===== src/rtl/mips_cpu_regfile_pkg.sv =====
// Shared MIPS CPU definitions: register-file geometry and named architectural
// register indices used by the core and its register file.
package mips_cpu_definitions;

    localparam int REG_ADDR_WIDTH = 5;
    localparam int REG_COUNT      = 2 ** REG_ADDR_WIDTH;
    localparam int REG_DATA_WIDTH = 32;

    typedef logic [REG_ADDR_WIDTH-1:0] reg_addr_t;
    typedef logic [REG_DATA_WIDTH-1:0] reg_data_t;

    // Architectural register names from the MIPS o32 calling convention.
    localparam reg_addr_t REG_ZERO = 5'd0;
    localparam reg_addr_t REG_AT   = 5'd1;
    localparam reg_addr_t REG_V0   = 5'd2;
    localparam reg_addr_t REG_V1   = 5'd3;
    localparam reg_addr_t REG_A0   = 5'd4;
    localparam reg_addr_t REG_T0   = 5'd8;
    localparam reg_addr_t REG_S0   = 5'd16;
    localparam reg_addr_t REG_GP   = 5'd28;
    localparam reg_addr_t REG_SP   = 5'd29;
    localparam reg_addr_t REG_FP   = 5'd30;
    localparam reg_addr_t REG_RA   = 5'd31;

endpackage : mips_cpu_definitions


===== src/rtl/mips_cpu_regfile.sv =====
// 32 x 32-bit MIPS register file: two combinational read ports, one synchronous
// write port, $0 hardwired to zero. Flat positional ports so the core can bind by order.
module mips_cpu_regfile #(
    parameter int DATA_WIDTH = mips_cpu_definitions::REG_DATA_WIDTH,
    parameter int ADDR_WIDTH = mips_cpu_definitions::REG_ADDR_WIDTH,
    parameter int REG_COUNT  = mips_cpu_definitions::REG_COUNT
) (
    input  logic                  clk,
    input  logic                  reset,
    input  logic [ADDR_WIDTH-1:0] read_addr1,
    input  logic [ADDR_WIDTH-1:0] read_addr2,
    input  logic [ADDR_WIDTH-1:0] write_addr,
    input  logic [DATA_WIDTH-1:0] write_data,
    input  logic                  write_en,
    output logic [DATA_WIDTH-1:0] read_data1,
    output logic [DATA_WIDTH-1:0] read_data2
);

    logic [DATA_WIDTH-1:0] r_regs [REG_COUNT];
    logic                  w_write_ok;

    assign w_write_ok = write_en && (write_addr != '0);

    // NOTE: the array is reset so every register is driven to a known value; this
    // forces flops rather than a RAM macro, which is acceptable at 32 entries.
    always_ff @(posedge clk) begin
        if (!reset) begin
            for (int i = 0; i < REG_COUNT; i++) begin
                // NOTE: non-blocking assignment so every reader in this edge sees pre-edge state.
                r_regs[i] <= '0;
            end
        end else if (w_write_ok) begin
            r_regs[write_addr] <= write_data;
        end
    end

    // No write bypass: a same-cycle read returns the old value until the edge.
    assign read_data1 = (read_addr1 == '0) ? '0 : r_regs[read_addr1];
    assign read_data2 = (read_addr2 == '0) ? '0 : r_regs[read_addr2];

endmodule : mips_cpu_regfile


===== config.mk =====
export PLATFORM = sky130hd
export DESIGN_NAME = mips_cpu_regfile
export DESIGN_NICKNAME = d
export VERILOG_FILES = /design/src/rtl/mips_cpu_regfile_pkg.sv /design/src/rtl/mips_cpu_regfile.sv
export SDC_FILE = /design/constraint.sdc
export NUM_CORES = 2
export LEC_CHECK = 0
export CELL_PAD_IN_SITES_DETAIL_PLACEMENT = 1
export CELL_PAD_IN_SITES_GLOBAL_PLACEMENT = 2
export CORE_MARGIN = 4
export CORE_UTILIZATION = 47
export CTS_CLUSTER_DIAMETER = 100
export DETAILED_ROUTE_END_ITERATION = 6
export GPL_TIMING_DRIVEN = 0
export PLACE_DENSITY_LB_ADDON = 0.15
export SLEW_MARGIN = 20
export SYNTH_ARGS = -nofsm -noshare
export SYNTH_HDL_FRONTEND = slang
export SYNTH_SLANG_ARGS = --single-unit

===== constraint.sdc =====
create_clock -name clk -period 5.6 [get_ports clk]
set_input_delay 1.68 -clock clk [delete_from_list [all_inputs] [get_ports clk]]
set_output_delay 1.68 -clock clk [all_outputs]
set_load 0.005 [all_outputs]

==> metrics.cfg <==
[run_status]
status=complete, but fails checks
violations=setup timing

[sta]
rsz0062_at_grt=yes
period_share_pct=102.4
slew_violations=0
tightest_slew_ns=0.9878
max_freq_mhz=174.4
setup_ws_ns=-0.1327
fin_tns_setup_ns=-0.4044
setup_violations=9
finalHoldViolCount=0
relSlewSlack_pct=33.91
post-route-min-period_ns=5.733

[die]
ios=114
start_util_pct=47.40
die_w_um=347.6
dieArea_mm2=0.1208
fp.dieH_um=347.6
core-area_mm2=0.1143
rows=124

[power_and_ir_drop]
comb_power_share_pct=16.1
p_leak_uw=0.02378
p_per_area_mw_per_mm2=295.7
clkPwrFrac_pct=38.7
peakVddDrop_mv=0.2897
p_int_uw=14810
swShare_pct=26.67
p_switching_uw=5386
p_seq_share_pct=45.1

[place]
place_congestion=0.9391
dpl_cell_area_mm2=0.05937
hpwl_mm=167.3
numPortBuffers=107
dp_slack_ns=-2.546

[clock_tree]
cts_max_path_buffers=3
htree_levels=3
cts.sinks=1024
cts_inserted_buffers=115
cts.clk_slew.worst_paths_ns=0.06
cts_tree=yes
clock-root-buffer=clkbuf_16
cts_hold_buf=0

[logic_synthesis]
synth_edf_count=1024
synthFlopType=edfxtp_1
ys_ff_latch=1024
synthArstFlopShare_pct=0
syn_inst=3509
yosysWarnings=0
yosysUniqueCellTypes=41
syn_avg_cell_area_um2=15.45
seq_area_frac_synth_pct=56.73
synth.cell_area_mm2=0.05420

[routing]
ant_nets=0
wl_per_cell_um=43.59
firstDrtPassIters=5
via_per_inst=6.963
drc=0
vias=38724
wl_mm=242.4
first_iter_violations=6099

[min_path]
hold_class=in -> reg
hold_depth=2
min_from=reset
hold_end=r_regs[14][2]

[critical_path]
cp_top_family=buffers and inverters
cp.required_ns=3.92
cpMaxStageDelayCell=mux4_2
worstSetupStartpointType=input port
critPathMaxFanout=10
critPathBufInv=3
worstPathArrival_ns=4.05
criticalPathCategory=in -> out
cp-end-kind=primary output
crit_path_max_incr_delay_ns=0.54
cp_cell_sequence=buf_12 > buf_6 > mux4_2 > a22o_2 > a2111oi_4 > nor3_4 > clkdlybuf4s50_1

[cells_and_area]
largest_reg_flops=1024
syn_to_final_growth_pct=26.01
layout.nets=4000
final_cell_mix=edfxtp_1 (1024), and2_1 (995), mux4_2 (470)
drive_gt1_share_pct=32.39
final_common_cell=edfxtp_1
top_regs=r_regs (1024)
n_fill_cell=10224
regMostFlops=r_regs
fin_area_mm2=0.06830

[job]
cap_violations=0

[global_routing]
grt_use_total_pct=39.64
grt_max_degree=22
grt_pass1_vias=39815
overflow=0
grt_pass1_wl_mm=327.8
grt_antenna_before_repair=10

==> Yosys cell counts (9+ instances only) <==
library cell	n	share of area, %
mux2_2	30	0.62
a21oi_1	10	0.092
a22o_1	51	0.82
clkbuf_1	275	1.9
mux4_2	470	20
nor2_1	36	0.25
buf_2	49	0.45
o21ai_0	33	0.30
nand2_1	9	0.062
mux2i_1	154	2.8
buf_6	19	0.39
nor3_1	54	0.50
o221ai_1	27	0.44
edfxtp_1	1024	57
o22ai_1	79	0.91
and2_1	996	11
a2111oi_1	12	0.22
buf_4	37	0.51
a22oi_1	18	0.25
a2111oi_0	17	0.27
a211oi_1	34	0.47
nor2b_1	15	0.17
==> how the worst max path moves through the flow <==
stage,startpoint,to,slack [ns],depth (start not counted)
detailed placement,read_addr2[3],read_data2[19],-2.55,8
floorplan,reset,r_regs[24][0],0.38,5
global route,read_addr2[0],read_data2[14],-0.12,7
global placement,write_addr[0],r_regs[10][23],-4.02,4
CTS,read_addr2[0],read_data2[15],-0.18,8
finish,read_addr2[0],read_data2[14],-0.13,7
==> cell families after synthesis <==
logic type / synth area share (%)
AND/OR/NAND/NOR: 12.97
flip-flops: 56.73
multiplexers: 23.00
buffers and inverters: 3.333
AO/OA/AOI/OAI: 3.961
other: 0.006918
==> layer usage <==
| layer | wire length, um | track usage, % | up-vias | part of all wire (%) |
|---|---|---|---|---|
| li1 | - | - | 14529 | - |
| met1 | 86110 | 50.91 | 20470 | 36 |
| met2 | 108200 | 59.22 | 3020 | 45 |
| met3 | 29040 | 11.51 | 701 | 12 |
| met4 | 19050 | 25.69 | 4 | 7.9 |
| met5 | 19 | 0 | - | 0.0078 |
==> per-stage QoR <==
step / utilization, % / hold slack, ns / instances / total power [uW]
floorplan: - / 1.878 / 3540 / 10510
detailed placement: 51.92 / 2.321 / 5225 / 11920
finish: 59.73 / 1.629 / 5561 / 20200
global route: 59.73 / 1.595 / 5558 / 20560
global placement: 50.10 / 2.451 / 5159 / 11720
CTS: 58.93 / 1.564 / 5495 / 20000
==> area by class of cell <==
type	instances	area [um^2]	area share, %
sequential	1024	30750	45.02
inverter	2	7.507	0.01099
clock buffer	133	2988	4.375
tap	1512	1892	2.770
multi-input combinational	2126	24090	35.27
antenna	4	10.01	0.01465
timing repair buffer	298	4233	6.197
buffer	383	3550	5.197
clock inverter	79	784.5	1.149
==> power groups by stage <==
stage | sequential, uW | clock [uW] | combinational [uW]
after global placement | 9270 | 0 | 2450
after floorplan | 9160 | 0 | 1350
final | 9120 | 7820 | 3260
after CTS | 9090 | 7790 | 3110
after global routing | 9140 | 8120 | 3290
after detailed placement | 9250 | 0 | 2670
==> what timing repair did <==
| item | 4_1_cts | 5_1_grt |
|---|---|---|
| pin swaps | 86 | 42 |
| gates resized for setup | 852 | 83 |
| setup buffers | 55 | 63 |
| endpoints found under the setup margin | 64 | 28 |
| gates cloned | 8 | 0 |
Note: power is estimated with default switching activity, not from simulation.
